`src/rtl/ps2_key_decoder.sv`:
```
// PS/2 keyboard receiver: conditions the raw clock/data pins, frames bytes and
// folds E0/F0/E1 prefixes into the 11-bit {toggle, pressed, extended, code} key word.
module ps2_key_decoder #(
    parameter int FILT    = 8,
    parameter int TIMEOUT = 36000
) (
    input  logic        clk_sys,
    input  logic        reset_n,
    input  logic        ps2_clk,
    input  logic        ps2_data,
    output logic [10:0] ps2_key,
    output logic        frame_err
);

    localparam int FW = $clog2(FILT + 1);
    localparam int TW = $clog2(TIMEOUT + 1);

    typedef enum logic [1:0] {IDLE, DATA, PARITY, STOP} state_t;

    state_t        state, state_nxt;
    logic          clk_s1, clk_s2, dat_s1, dat_s2;
    logic          clk_filt;
    logic [FW-1:0] filt_cnt;
    logic          fall_evt;
    logic [TW-1:0] to_cnt;
    logic          timeout_hit;
    logic [2:0]    bit_cnt;
    logic [7:0]    shift_reg;
    logic          par_bit;
    logic          byte_done, err_set;
    logic          vld_p1;
    logic [7:0]    byte_p1;
    logic          ext_flag, rel_flag;
    logic [2:0]    skip_cnt;

    // Controller and keep-alive bytes that never produce a key event
    function automatic logic is_drop(input logic [7:0] b);
        case (b)
            8'h00, 8'hAA, 8'hEE, 8'hFA, 8'hFC, 8'hFD, 8'hFE, 8'hFF: return 1'b1;
            default:                                                 return 1'b0;
        endcase
    endfunction

    // Stage 0: synchronisers and clock deglitch filter
    always_ff @(posedge clk_sys or negedge reset_n) begin
        if (!reset_n) begin
            clk_s1   <= 1'b1;
            clk_s2   <= 1'b1;
            dat_s1   <= 1'b1;
            dat_s2   <= 1'b1;
            clk_filt <= 1'b1;
            filt_cnt <= '0;
        end else begin
            clk_s1 <= ps2_clk;
            clk_s2 <= clk_s1;
            dat_s1 <= ps2_data;
            dat_s2 <= dat_s1;
            if (clk_s2 == clk_filt) begin
                filt_cnt <= '0;
            end else if (filt_cnt == FW'(FILT - 1)) begin
                clk_filt <= clk_s2;
                filt_cnt <= '0;
            end else begin
                filt_cnt <= filt_cnt + 1'b1;
            end
        end
    end

    // The sample strobe coincides with the cycle the filtered level drops
    assign fall_evt    = clk_filt && !clk_s2 && (filt_cnt == FW'(FILT - 1));
    assign timeout_hit = (state != IDLE) && !fall_evt && (to_cnt == TW'(TIMEOUT - 1));

    always_ff @(posedge clk_sys or negedge reset_n) begin
        if (!reset_n) state <= IDLE;
        else          state <= state_nxt;
    end

    always_comb begin
        state_nxt = state;
        if (timeout_hit) begin
            state_nxt = IDLE;
        end else if (fall_evt) begin
            case (state)
                IDLE:    if (!dat_s2) state_nxt = DATA;
                DATA:    if (bit_cnt == 3'd7) state_nxt = PARITY;
                PARITY:  state_nxt = STOP;
                STOP:    state_nxt = IDLE;
                default: state_nxt = IDLE;
            endcase
        end
    end

    always_comb begin
        byte_done = 1'b0;
        err_set   = timeout_hit;
        if (state == STOP && fall_evt) begin
            if (dat_s2 && (^{shift_reg, par_bit})) byte_done = 1'b1;
            else                                   err_set   = 1'b1;
        end
    end

    // Stage 0: frame shift register and stall timer
    always_ff @(posedge clk_sys or negedge reset_n) begin
        if (!reset_n) begin
            bit_cnt   <= '0;
            shift_reg <= '0;
            par_bit   <= 1'b0;
            to_cnt    <= '0;
        end else begin
            if (fall_evt || state == IDLE) to_cnt <= '0;
            else                           to_cnt <= to_cnt + 1'b1;
            if (timeout_hit) begin
                bit_cnt   <= '0;
                shift_reg <= '0;
            end else if (fall_evt) begin
                case (state)
                    IDLE:   bit_cnt <= '0;
                    DATA: begin
                        shift_reg <= {dat_s2, shift_reg[7:1]};
                        bit_cnt   <= bit_cnt + 1'b1;
                    end
                    PARITY: par_bit <= dat_s2;
                    default: ;
                endcase
            end
        end
    end

    // Stage 1: completed byte and error strobe
    always_ff @(posedge clk_sys or negedge reset_n) begin
        if (!reset_n) begin
            vld_p1    <= 1'b0;
            byte_p1   <= '0;
            frame_err <= 1'b0;
        end else begin
            vld_p1    <= byte_done;
            frame_err <= err_set;
            if (byte_done) byte_p1 <= shift_reg;
        end
    end

    // Stage 2: prefix tracking and key word update
    always_ff @(posedge clk_sys or negedge reset_n) begin
        if (!reset_n) begin
            ps2_key  <= '0;
            ext_flag <= 1'b0;
            rel_flag <= 1'b0;
            skip_cnt <= '0;
        end else begin
            if (vld_p1) begin
                if (skip_cnt != 3'd0) begin
                    skip_cnt <= skip_cnt - 1'b1;
                end else if (byte_p1 == 8'hE1) begin
                    skip_cnt <= 3'd7;
                    ext_flag <= 1'b0;
                    rel_flag <= 1'b0;
                end else if (byte_p1 == 8'hE0) begin
                    ext_flag <= 1'b1;
                end else if (byte_p1 == 8'hF0) begin
                    rel_flag <= 1'b1;
                end else if (is_drop(byte_p1)) begin
                    ext_flag <= 1'b0;
                    rel_flag <= 1'b0;
                end else begin
                    ps2_key  <= {~ps2_key[10], ~rel_flag, ext_flag, byte_p1};
                    ext_flag <= 1'b0;
                    rel_flag <= 1'b0;
                end
            end
            if (err_set) begin
                ext_flag <= 1'b0;
                rel_flag <= 1'b0;
            end
        end
    end

endmodule

```
`config.mk`:
```
export PLATFORM = sky130hd
export DESIGN_NAME = ps2_key_decoder
export DESIGN_NICKNAME = d
export VERILOG_FILES = /design/src/rtl/ps2_key_decoder.sv
export SDC_FILE = /design/constraint.sdc
export NUM_CORES = 1
export LEC_CHECK = 0
export CAP_MARGIN = 20
export CORE_UTILIZATION = 60
export DETAILED_ROUTE_END_ITERATION = 7
export GPL_ROUTABILITY_DRIVEN = 1
export GPL_TIMING_DRIVEN = 0
export PLACE_DENSITY = 0.88
export SLEW_MARGIN = 30
export SYNTH_ARGS = -nofsm -noshare
export SYNTH_HDL_FRONTEND = slang
export SYNTH_SLANG_ARGS = --single-unit
```
`constraint.sdc`:
```
create_clock -name clk_sys -period 5.4 [get_ports clk_sys]
set_input_delay 1.35 -clock clk_sys [delete_from_list [all_inputs] [get_ports clk_sys]]
set_output_delay 1.35 -clock clk_sys [all_outputs]
set_load 0.02 [all_outputs]
```
==> impl_metrics.ini <==
[layout]
antenna_cells = 0
top_regs = to_cnt x16, ps2_key x11
top_register = to_cnt
syn_to_final_growth_pct = 16.1
largest_reg_flops = 16
nets = 321
drive_gt1_share_pct = 14.2

[critical_path]
start_kind = register
crit_chain = clkdlybuf4s50_1
cp_slowest_stage_delay_ns = 0.61
crit_family = buffers and inverters
cp_data_required_time_ns = 4.05
end_kind = primary output
worstPathArrival_ns = 1.32
critPathSlowestCell = clkdlybuf4s50_1
cp_max_fo = 2
cp_num_buf_inv = 1
criticalPathCategory = register to primary output

[clocking]
hold_buffers = 0
clk_pin_slew_ns = 0.07
postCtsSetupBuffers = 0
clock-root-buffer = clkbuf_8
cts_max_path_buffers = 2
ctsResizeCount = 0
cts_tree = built
cts.sinks = 65
htreeDepth = 3
clkLatencyLatePin_ns = 0.35
numCtsBuffers = 9

[sta]
rsz0062_at_grt = no
tightest_slew_ns = 0.450
fin_crit_sh_pct = 49.4
maxSlewViolCount = 0
finalSetupViolCount = 0
period_minus_slack_ns = 2.67
hold_slack_ns = 0.355
relSlewSlack_pct = 69.8
finalHoldViolCount = 0
max_freq_ghz = 0.375
setup_tns_ns = 0
fin_skew_ns = 0.00735

[pwr]
cellPowerDensity_nw_per_um2 = 293
p_seq_share_pct = 48.7
vdd_drop_max_mv = 0.188
power_leakage_uw = 0.00158
combPwrFrac_pct = 3.2
power_frac_clock_pct = 48.1
p_sw_share_pct = 20.3
p_sw_uw = 212
p_int_uw = 831

[route]
num_vias = 2108
drc = 0
routed_wl_um = 5590
first_pass_iters = 4
detail-route-antenna-nets = 0
avgViaCountPerCell = 5.59
wl_per_cell_um = 14.8
drt_first_iter_violations = 108

[global_routing]
grt_pass1_vias = 2092
grt_pass1_wl_um = 9450
grt_antenna_before_repair = 0
grt_usage_pct = 24.0
grt_max_degree = 43
globalRouteOverflowTotal = 0

[flow_run]
drv_cap = 0

[floorplan]
die_h_um = 73.6
die_area_um2 = 5410
initial_core_util_pct = 63.8
core_um2 = 4820
die_width_um = 73.6
pin_count = 16
num_rows = 25

[synth]
syn_avg_cell_area_um2 = 11.0
yosysUniqueCellTypes = 45
yosys_register_bits = 65
synthCells = 278
syn_nets = 294
ys_seq_area_share_pct = 53.2
yosys_warnings = 0
syn-cell-area_um2 = 3070

[status]
status = finished clean

[placed_design]
hpwl_um = 3630
gp_congestion = 0.819
portBuffers = 15

[min_path]
hold_path.class = register to register
==> cells in the mapped netlist <==
| cell | number | area, µm² |
|---|---|---|
| and2_4 | 1 | 8.76 |
| buf_2 | 2 | 10.0 |
| or2_2 | 1 | 6.26 |
| nor4_1 | 3 | 18.8 |
| nand4b_1 | 1 | 8.76 |
| nor2b_1 | 2 | 12.5 |
| inv_1 | 15 | 56.3 |
| ha_1 | 12 | 150 |
| nand3_1 | 19 | 95.1 |
| or4b_1 | 1 | 10.0 |
| o21ai_0 | 6 | 30.0 |
| o22a_1 | 1 | 8.76 |
| nor4b_1 | 1 | 8.76 |
| mux2_1 | 2 | 22.5 |
| and3_1 | 3 | 18.8 |
| a311oi_1 | 1 | 8.76 |
| or3_1 | 4 | 25.0 |
| mux2_4 | 15 | 225 |
| buf_6 | 2 | 22.5 |
| and2_1 | 2 | 12.5 |
| or4_1 | 1 | 7.51 |
| nand4_1 | 5 | 31.3 |
| or2_1 | 1 | 6.26 |
| buf_1 | 1 | 3.75 |
| xnor3_1 | 1 | 22.5 |
| clkbuf_1 | 3 | 11.3 |
| nor3b_1 | 1 | 7.51 |
| o211ai_1 | 1 | 7.51 |
| a32oi_1 | 2 | 17.5 |
| xnor2_1 | 13 | 114 |
| nand2b_1 | 1 | 6.26 |
| a31oi_1 | 3 | 18.8 |
| nand2_1 | 21 | 78.8 |
| nor3_1 | 5 | 25.0 |
| o21ai_1 | 3 | 15.0 |
| a21boi_1 | 1 | 7.51 |
| a211oi_1 | 2 | 15.0 |
| xor2_1 | 6 | 52.6 |
| mux2i_1 | 3 | 30.0 |
| a21oi_1 | 16 | 80.1 |
| dfrtp_1 | 60 | 1500 |
| nor2_1 | 27 | 101 |
| dfstp_2 | 5 | 131 |
| nor3_2 | 1 | 10.0 |
| and4b_1 | 1 | 10.0 |
==> cell usage in the layout (no fill, tap or decap), drive strengths merged, types with 3 or more instances in the layout <==
master | netlist | layout
a21oi | 16 | 16
xor2 | 6 | 6
or3 | 4 | 4
and2 | 3 | 3
inv | 15 | 15
xnor2 | 13 | 13
a31oi | 3 | 3
nor2 | 27 | 27
and3 | 3 | 3
nand4 | 5 | 5
nand3 | 19 | 19
mux2i | 3 | 3
buf | 5 | 7
mux2 | 17 | 17
o21ai | 9 | 9
dfstp | 5 | 5
clkdlybuf4s50 | 0 | 14
ha | 12 | 12
bufinv | 0 | 3
nand2 | 21 | 21
nor4 | 3 | 3
nor3 | 6 | 6
clkbuf | 3 | 14
dfrtp | 60 | 60
==> worst paths after layout <==
path	startpoint	slack [ns]	cells past startpoint	endpoint
max	ps2_key[0]	2.73	1	ps2_key[0]
min	dat_s1	0.36	0	dat_s2
max reg2reg	clk_s2	3.10	9	bit_cnt[0]
min reg2reg	dat_s1	0.36	0	dat_s2
max in group asynchronous	reset_n	3.93	2	dat_s1
min in group asynchronous	reset_n	0.89	1	filt_cnt[0]
==> per-stage QoR <==
step	cells	cell area [µm²]	total power [µW]	setup WS (ns)	utilization, %
6_report	377	3570	1040	2.73	74.1
5_1_grt	377	3570	1070	2.71	74.1
4_1_cts	377	3570	1050	2.73	74.1
3_5_place_dp	361	3320	551	3.10	69.0
3_3_place_gp	360	3310	547	1.00	68.6
2_1_floorplan	278	3070	531	3.38	-
==> cell families (layout without fill, tap and decap cells) <==
| group | after synthesis | count (layout) | share of synthesized area (%) |
|---|---|---|---|
| AOI/OAI and AO/OA | 36 | 36 | 6.80 |
| xor gates and xnor gates | 20 | 20 | 6.15 |
| adders and majority gates | 12 | 12 | 4.89 |
| buffers and inverters | 23 | 55 | 3.38 |
| DFF | 65 | 65 | 53.2 |
| muxes | 20 | 20 | 9.04 |
| and+or+nand+nor | 102 | 102 | 16.6 |
==> cell type report <==
| class | count | area (µm²) |
|---|---|---|
| buffer | 8 | 47.5 |
| clock buffer | 11 | 141 |
| clock inverter | 5 | 103 |
| fill | 326 | 1250 |
| inverter | 15 | 56.3 |
| multi-input combinational | 190 | 1340 |
| sequential | 65 | 1630 |
| tap | 67 | 83.8 |
| timing repair buffer | 16 | 168 |
==> power groups by stage <==
stage	Combinational, µW	Clock [µW]	Sequential (µW)
finish	33.3	502	508
global route	40.4	524	509
CTS	34.3	504	508
detailed placement	34.0	0	517
global placement	31.1	0	516
floorplan	17.1	0	514
==> per-layer routing <==
metal | global-route usage [%] | vias up | wire length [µm]
li1 | - | 1016 | -
met1 | 29.1 | 1026 | 2510
met2 | 39.4 | 51 | 2730
met3 | 4.80 | 15 | 171
met4 | 14.5 | 0 | 175
met5 | 0 | - | 0
No activity file was read; power rests on OpenSTA's default activity.
